## src/rtl/telem_ft_pkg.sv

```systemverilog
// Shared constants, FSM state type and frame word selection for telem_ft_packer.
package telem_ft_pkg;

    localparam logic [15:0] SYNC_WORD_DEFAULT = 16'hA55A;
    localparam int          WORDS_PER_FRAME   = 7;
    localparam int          PKT_W             = 88;
    localparam int          SEQ_W             = 8;
    localparam int          FRAME_W           = PKT_W + SEQ_W;

    typedef enum logic {
        IDLE = 1'b0,
        SEND = 1'b1
    } state_t;

    // Word idx of a frame whose register holds {seq, payload}; idx 0 is the sync word.
    function automatic logic [15:0] frame_word(input logic [FRAME_W-1:0] frame,
                                               input logic [2:0]         idx,
                                               input logic [15:0]        sync);
        logic [15:0] w;
        w = sync;
        case (idx)
            3'd1:    w = frame[95:80];
            3'd2:    w = frame[79:64];
            3'd3:    w = frame[63:48];
            3'd4:    w = frame[47:32];
            3'd5:    w = frame[31:16];
            3'd6:    w = frame[15:0];
            default: w = sync;
        endcase
        return w;
    endfunction

endpackage

```

## src/rtl/telem_ft_packer_pkt_fifo.sv

```systemverilog
// Generic show-ahead synchronous FIFO; push ignored when full, pop ignored when empty.
module pkt_fifo #(
    parameter int WIDTH = 96,
    parameter int DEPTH = 4
) (
    input  logic             clk,
    input  logic             rst_n,
    input  logic             push,
    input  logic [WIDTH-1:0] din,
    input  logic             pop,
    output logic [WIDTH-1:0] dout,
    output logic             full,
    output logic             empty
);

    localparam int AW = $clog2(DEPTH);

    logic [WIDTH-1:0] mem [DEPTH];
    logic [AW:0]      wr_ptr;
    logic [AW:0]      rd_ptr;
    logic             do_push;
    logic             do_pop;

    assign empty   = (wr_ptr == rd_ptr);
    assign full    = (wr_ptr[AW] != rd_ptr[AW]) && (wr_ptr[AW-1:0] == rd_ptr[AW-1:0]);
    assign do_push = push && !full;
    assign do_pop  = pop && !empty;
    assign dout    = mem[rd_ptr[AW-1:0]];

    // Storage array; contents need no reset since the pointers gate visibility.
    always_ff @(posedge clk) begin
        if (do_push) begin
            mem[wr_ptr[AW-1:0]] <= din;
        end
    end

    // Read/write pointers with an extra wrap bit to tell full from empty.
    always_ff @(posedge clk or negedge rst_n) begin
        if (!rst_n) begin
            wr_ptr <= '0;
            rd_ptr <= '0;
        end else begin
            if (do_push) wr_ptr <= wr_ptr + 1'b1;
            if (do_pop)  rd_ptr <= rd_ptr + 1'b1;
        end
    end

endmodule

```

## src/rtl/telem_ft_packer.sv

```systemverilog
// Buffers telemetry packets, tags them with a sequence number and streams
// them as 7-word framed 16-bit words into the ft TX port under backpressure.
module telem_ft_packer #(
    parameter int          PKT_W     = telem_ft_pkg::PKT_W,
    parameter int          PKT_DEPTH = 4,
    parameter logic [15:0] SYNC_WORD = telem_ft_pkg::SYNC_WORD_DEFAULT
) (
    input  logic             clk,
    input  logic             rst_n,
    input  logic [PKT_W-1:0] packet_data,
    input  logic             packet_valid,
    input  logic             enable,
    output logic [15:0]      ui_din,
    output logic [1:0]       ui_din_be,
    output logic             ui_din_valid,
    input  logic             ui_din_full,
    output logic [31:0]      drop_count,
    output logic [31:0]      sent_count,
    output logic             busy
);
    import telem_ft_pkg::*;

    localparam logic [2:0] LAST_IDX = 3'(WORDS_PER_FRAME - 1);

    state_t             state, state_n;
    logic [2:0]         idx, idx_n;
    logic [FRAME_W-1:0] frame, frame_n;
    logic [15:0]        din_n;
    logic               valid_n;
    logic [SEQ_W-1:0]   seq;

    logic               accept;
    logic               xfer;
    logic               frame_done;
    logic               fifo_push;
    logic               fifo_pop;
    logic               fifo_full;
    logic               fifo_empty;
    logic [FRAME_W-1:0] fifo_dout;

    assign accept    = packet_valid && enable;
    assign fifo_push = accept && !fifo_full;
    assign xfer      = ui_din_valid && !ui_din_full;
    assign ui_din_be = 2'b11;
    assign busy      = !fifo_empty || (state == SEND);

    pkt_fifo #(
        .WIDTH (FRAME_W),
        .DEPTH (PKT_DEPTH)
    ) u_fifo (
        .clk   (clk),
        .rst_n (rst_n),
        .push  (fifo_push),
        .din   ({seq, packet_data}),
        .pop   (fifo_pop),
        .dout  (fifo_dout),
        .full  (fifo_full),
        .empty (fifo_empty)
    );

    // Next-state and next-word logic; the final word's transfer reloads the
    // frame register directly so back-to-back frames have no bubble.
    always_comb begin
        state_n    = state;
        idx_n      = idx;
        frame_n    = frame;
        din_n      = ui_din;
        valid_n    = ui_din_valid;
        fifo_pop   = 1'b0;
        frame_done = 1'b0;
        case (state)
            IDLE: begin
                if (!fifo_empty) begin
                    fifo_pop = 1'b1;
                    frame_n  = fifo_dout;
                    idx_n    = '0;
                    din_n    = SYNC_WORD;
                    valid_n  = 1'b1;
                    state_n  = SEND;
                end
            end
            SEND: begin
                if (xfer) begin
                    if (idx == LAST_IDX) begin
                        frame_done = 1'b1;
                        if (!fifo_empty) begin
                            fifo_pop = 1'b1;
                            frame_n  = fifo_dout;
                            idx_n    = '0;
                            din_n    = SYNC_WORD;
                        end else begin
                            valid_n = 1'b0;
                            state_n = IDLE;
                        end
                    end else begin
                        idx_n = idx + 3'd1;
                        din_n = frame_word(frame, idx + 3'd1, SYNC_WORD);
                    end
                end
            end
            default: state_n = IDLE;
        endcase
    end

    // FSM, frame register and registered output word.
    always_ff @(posedge clk or negedge rst_n) begin
        if (!rst_n) begin
            state        <= IDLE;
            idx          <= '0;
            frame        <= '0;
            ui_din       <= '0;
            ui_din_valid <= 1'b0;
        end else begin
            state        <= state_n;
            idx          <= idx_n;
            frame        <= frame_n;
            ui_din       <= din_n;
            ui_din_valid <= valid_n;
        end
    end

    // Sequence tag and diagnostic counters; drops saturate, sends wrap.
    always_ff @(posedge clk or negedge rst_n) begin
        if (!rst_n) begin
            seq        <= '0;
            drop_count <= '0;
            sent_count <= '0;
        end else begin
            if (fifo_push) seq <= seq + 1'b1;
            if (accept && fifo_full && (drop_count != '1)) drop_count <= drop_count + 32'd1;
            if (frame_done) sent_count <= sent_count + 32'd1;
        end
    end

endmodule
```

## config.mk

```make
export PLATFORM = sky130hd
export DESIGN_NAME = telem_ft_packer
export DESIGN_NICKNAME = d
export VERILOG_FILES = /design/src/rtl/telem_ft_pkg.sv /design/src/rtl/telem_ft_packer_pkt_fifo.sv /design/src/rtl/telem_ft_packer.sv
export SDC_FILE = /design/constraint.sdc
export NUM_CORES = 1
export LEC_CHECK = 0
export BUFFER_PORTS_ARGS = -buffer_cell sky130_fd_sc_hd__buf_2
export CAP_MARGIN = 30
export CORE_MARGIN = 2
export CORE_UTILIZATION = 40
export CTS_CLUSTER_DIAMETER = 40
export CTS_CLUSTER_SIZE = 24
export DETAILED_ROUTE_END_ITERATION = 16
export PLACE_DENSITY = 0.66
export SYNTH_ARGS = -nofsm -noshare
export SYNTH_HDL_FRONTEND = slang
export SYNTH_SLANG_ARGS = --single-unit
```

## constraint.sdc

```tcl
create_clock -name clk -period 5.6 [get_ports clk]
set_clock_uncertainty 0.1 [all_clocks]
set_input_delay 1.12 -clock clk [delete_from_list [all_inputs] [get_ports clk]]
set_output_delay 1.12 -clock clk [all_outputs]
set_load 0.01 [all_outputs]
```

# After elaboration in Yosys (flattened, before gate mapping)
# Memory sizes are Yosys's and may differ from the RTL's.
# Cells that the tools add are included.
op_classes:
  div_mod_pow: 0
  n_bitwise: 1
  n_addsub: 6
  n_mul: 0
  n_shift: 0
  order_cmp: 0
  eq_ne: 15
  reduce_logical: 14
  muxes: 30
ops:
  columns: ["op", "count"]
  rows:
  - ["2-to-1 mux 96 bit", 3]
  - ["case mux 96 bit (2 select lines)", 1]
  - ["case mux 16 bit (6 select lines)", 1]
  - ["adder 32 x 1 -> 32 bit (second input constant)", 2]
  - ["2-to-1 mux 16 bit", 3]
  - ["inequality test 32 bit (second input constant)", 1]
  - ["case mux 16 bit (2 select lines)", 1]
  - ["2-to-1 mux 1 bit", 14]
  - ["== test 3 bit (second input constant)", 4]
  - ["adder 3 x 1 -> 3 bit (second input constant)", 3]
  - ["2-to-1 mux 3 bit", 3]
  - ["adder 8 x 1 -> 8 bit (second input constant)", 1]
  - ["logical AND 1 bit", 8]
  - ["== test 3 x 2 -> 1 bit (second input constant)", 2]
  - ["inequality test 2 x 1 -> 1 bit (second input constant)", 3]
  - ["case mux 1 bit (2 select lines)", 3]
  - ["case mux 3 bit (2 select lines)", 1]
  - ["AND reduction 4 bit", 1]
  - ["== test 3 x 1 -> 1 bit (second input constant)", 1]
  - ["== test 3 bit", 1]
  - ["logical NOT 1 bit", 3]
  - ["== test 2 bit", 1]
  - ["inequality test 2 bit (second input constant)", 1]
  - ["AND reduction 2 bit", 1]
  - ["other kinds (3)", 3]
totals:
  memories: 1
  word_cells: 77
  reg_bits: 195
  latch_bits: 0
  in_bits: 93
  mem_bits_rw: 384
  romBits: 0
  output_inout_bits: 84
mem_list:
  columns: ["memory", "words", "word_bits", "read_ports", "rd_clocked_by_memory_dff", "wr", "line_no", "text"]
  rows:
  - ["u_fifo.mem", 4, 96, 1, 0, 1, "telem_ft_packer_pkt_fifo.sv:18", "logic [WIDTH-1:0] mem [DEPTH];"]

# Logic depth before layout (Yosys ltp)
logic_depth:
  word_depth: 7
  mapped_depth: 9
  mapped_depth_nobuf: 7

# By module
# Synthesis repeated with hierarchy kept, for this count alone.
unflattened:
  cells_unflattened: 1210
  hier_area_um2: 22733.1
by_module_without_submodules:
  columns: ["mod", "seq_area_each_um2", "area_each_um2", "cells_per_inst", "n_inst"]
  rows:
  - ["pkt_fifo", 11681.2, 14323.7, 550, 1]
  - ["telem_ft_packer", 4729.5, 8409.3, 660, 1]

# Worst setup path after synthesis
# No wires, ideal clock.
synth_path:
  path_kind: "input-to-reg"
  start: "in packet_valid"
  end: "mem u_fifo.mem[3][0] (enable)"
  arrival_ps: 3874
  required_time_ps: 5033
  setup_slack_ps: 1159
  setup_ps: 467
  n_path_buf: 1
  path_stages: 3
  path_cell_list: "o311a_1 > clkbuf_1 > and2_1"
synth_between:
  elab_chain_len: 5
synth_lines:
  columns: ["item", "line_no", "text"]
  rows:
  - ["from (decl)", "telem_ft_packer.sv:11", "input logic packet_valid,"]
  - ["logical AND 1 bit", "telem_ft_packer.sv:41", "assign accept = packet_valid && enable;"]
  - ["logical AND 1 bit", "telem_ft_packer.sv:42", "assign fifo_push = accept && !fifo_full;"]
  - ["logical AND 1 bit", "telem_ft_packer_pkt_fifo.sv:26", "assign do_push = push && !full;"]
  - ["2-to-1 mux 1 bit", "telem_ft_packer_pkt_fifo.sv:32", "if (do_push) begin"]
  - ["2-to-1 mux 1 bit (not written as such)", "telem_ft_packer_pkt_fifo.sv:33", "mem[wr_ptr[AW-1:0]] <= din;"]
  - ["to (decl)", "telem_ft_packer_pkt_fifo.sv:18", null]
# Every way passes these cells.

# Worst setup path after layout
layout_path:
  start: "reg u_fifo.rd_ptr[1]"
  end: "out busy"
layout_between:
  elab_chain_len: 3
layout_lines:
  columns: ["item", "line_no", "text"]
  rows:
  - ["from (decl)", "telem_ft_packer_pkt_fifo.sv:20", "logic [AW:0] rd_ptr;"]
  - ["from (signal assigned)", "telem_ft_packer_pkt_fifo.sv:44", "if (do_pop) rd_ptr <= rd_ptr + 1'b1;"]
  - ["== test 3 bit", "telem_ft_packer_pkt_fifo.sv:24", "assign empty = (wr_ptr == rd_ptr);"]
  - ["logical NOT 1 bit", "telem_ft_packer.sv:45", "assign busy = !fifo_empty || (state == SEND);"]
  - ["logical OR 1 bit", "telem_ft_packer.sv:45", null]
  - ["to (decl)", "telem_ft_packer.sv:19", "output logic busy"]
# Every way passes these cells.

==> impl_metrics.ini <==
[place]
hpwl_um = 30690
gp_congestion = 0.8054
placed_cells = 2134
numPortBuffers = 174
pre_cts_slack_ps = 2183

[sta]
tightest_slew_ps = 940.9
fin_ws_ps = 1724
finalHoldViolations = 0
min_period_ps = 3876
rsz0062_at_grt = no
period_share = 0.6921
setup_viol = 0
tns_ps = 0
slew_viol_final = 0
max_freq_ghz = 0.2580
max-slew-margin-rel = 0.3670

[final_layout]
fin_cells = 2279
layout.nets = 1565
syn_to_final_growth_pct = 19.76
diodes = 0
drive_gt1_frac = 0.3519

[global_routing]
grt_max_degree = 115
grt.total_usage = 0.1681
gr-total-overflow = 0
grt_pass1_wl_um = 75540
grt_pass1_vias = 12250
antenna_found_initial = 2

[clock_tree]
cts_hold_buf = 0
cts_resized = 0
numCtsBuffers = 78
cts.clk_slew.worst_paths_ps = 60
htree_levels = 3
cts-root-buf = clkbuf_16
ctsLongestPathBuffers = 3
cts_sinks = 579
tritoncts = built
cts_setup_buffers = 0
clk_latency_ps = 610

[worst_setup_path]
crit_type = flip-flop to output port
critPathRequiredTime_ps = 4380
cp-end-kind = output port
crit_path_max_fanout = 47
arrival_ps = 2660
slowest_delay_ps = 870
crit_chain = xor2_1 > nor3_1 > nand2_1 > buf_2
critPathSlowestCell = dfrtp_4
critPathLaunchType = flip-flop

[routing]
ant_nets = 0
routed_wl_um = 48770
dr.pass1.iters = 5
drt_iter0_drc = 958
vias = 11960
avgRoutedWirePerCell_um = 21.40
remaining_drc_errors = 0
via_per_inst = 5.249

[outcome]
status = finished clean

[synthesis]
ys_top_cells_by_count = 384 x edfxtp_1, 195 x dfrtp_1, 101 x mux2_2
synth_edf_count = 384
yosys-top-cells-area = edfxtp_1 51%, dfrtp_1 22%, mux4_2 9.6%
ys_seq_elements = 579
ys_seq_area_frac = 0.7250
netlist-cell-type-count = 50
yosysMostFrequentCell = edfxtp_1
synth.avg_cell_area_um2 = 18.12
synth_top_area_frac = 0.5094
synth_warnings = 0
yosys.area.top_type = edfxtp_1
synth_cells = 1249
synth-main-ff-cell = edfxtp_1
synth_area_um2 = 22640
synth-async-reset-ratio = 0.3368

[floorplanning]
rows = 87
io_pins = 177
die_area_um2 = 58510
die_height_um = 241.9
initial_core_util = 0.4030
core_area_um2 = 56170
die_width_um = 241.9

[power]
leakage_nw = 10.37
cellPowerDensity_nw_per_um2 = 498.4
p_total_w = 0.01351
vdd_drop_max_v = 0.0002954

[min_path]
worst_hold_path_type = input pin to async pin

[job]
max-cap-violations = 0
-- through the flow --
step           instance area (µm²)  hold slack, ps    util
2_1_floorplan                22640           372.2       -
3_3_place_gp                 24410           353.9  0.4346
3_5_place_dp                 24410           359.9  0.4346
4_1_cts                      27080           371.0  0.4821
5_1_grt                      27110           217.1  0.4826
6_report                     27110           245.7  0.4826
-- layer usage --
| layer | global-route usage | up-vias | routed length, µm |
|---|---|---|---|
| met3 | 0.04162 | 96 | 2853 |
| met1 | 0.2312 | 6173 | 21100 |
| met5 | 0 | - | 8 |
| met2 | 0.2638 | 339 | 23580 |
| li1 | - | 5353 | - |
| met4 | 0.05501 | 2 | 1231 |
-- final cells by class --
type / instances / area [µm²]
Clock buffer: 93 / 2113
Clock inverter: 51 / 558.0
Fill cell: 4711 / 29060
Inverter: 9 / 33.78
Multi-Input combinational cell: 601 / 5969
Sequential cell: 579 / 16420
Tap cell: 756 / 945.9
Timing Repair Buffer: 190 / 1070
-- logic make-up after synthesis --
logic type	synth area share
AO/OA/AOI/OAI	0.02510
XOR/XNOR	0.02902
adder cells (fa/ha/maj)	0.007186
buffers and inverters	0.01304
flip-flops	0.7250
multiplexers	0.1458
other	0.0001657
AND/OR/NAND/NOR	0.05472
-- worst paths after layout --
path	startpoint	end	slack, ps	cells after the start
worst max-delay path	u_fifo.rd_ptr[1]	busy	1720	4
worst min-delay path	rst_n	sent_count[21]	250	1
worst max register to register	u_fifo.rd_ptr[0]	u_fifo.mem[3][12]	2260	4
worst min register to register	sent_count[31]	sent_count[31]	370	1
max in group asynchronous	rst_n	ui_din[4]	3850	3
min in group clk	sent_count[31]	sent_count[31]	370	1
-- report_power, final --
group	total [W]	switching, W	internal (W)
combinational	0.00266	0.00144	0.00122
clock	0.00500	0.00195	0.00305
sequential	0.00586	0.000525	0.00533
total	0.0135	0.00392	0.00959
-- layout by cell type (no fill, tap or decap), types with 3 or more instances in the layout --
master,count
dfrtp_1,193
o21ai_0,9
xnor2_1,34
buf_4,11
and4_1,5
a222oi_1,14
nand4_1,22
clkbuf_1,9
clkinv_1,4
ha_1,13
clkbuf_16,82
xor2_1,39
nand2_1,98
inv_6,12
and2_4,4
clkinv_2,4
edfxtp_1,384
o211ai_1,5
buf_2,173
a31oi_1,3
buf_12,4
a32o_1,5
bufinv_16,6
mux2_2,101
nor4_1,12
a21oi_1,14
nor3_1,11
mux4_2,96
and3_1,10
inv_8,8
a221oi_1,16
clkbuf_8,3
inv_1,9
nor4_4,3
nand3_1,24
nor2_1,29
nor4_2,3
clkinvlp_4,8
clkinv_4,7
-- worst max-delay path: cells and delay by family, from the launching register on --
kind	cells	cell delay, ps
flops	1	870
xor+xnor	1	230
simple gates	2	760
buf+inv	1	180
-- state kept, by name (all words and copies together), names as in the netlist --
register and flops:
state 1, idx 3, ui_din_valid 1, drop_count 32, u_fifo.mem 384, sent_count 32, ui_din 16, seq 8
u_fifo.wr_ptr 3, frame 96, u_fifo.rd_ptr 3
No activity file was read; power rests on OpenSTA's default activity.
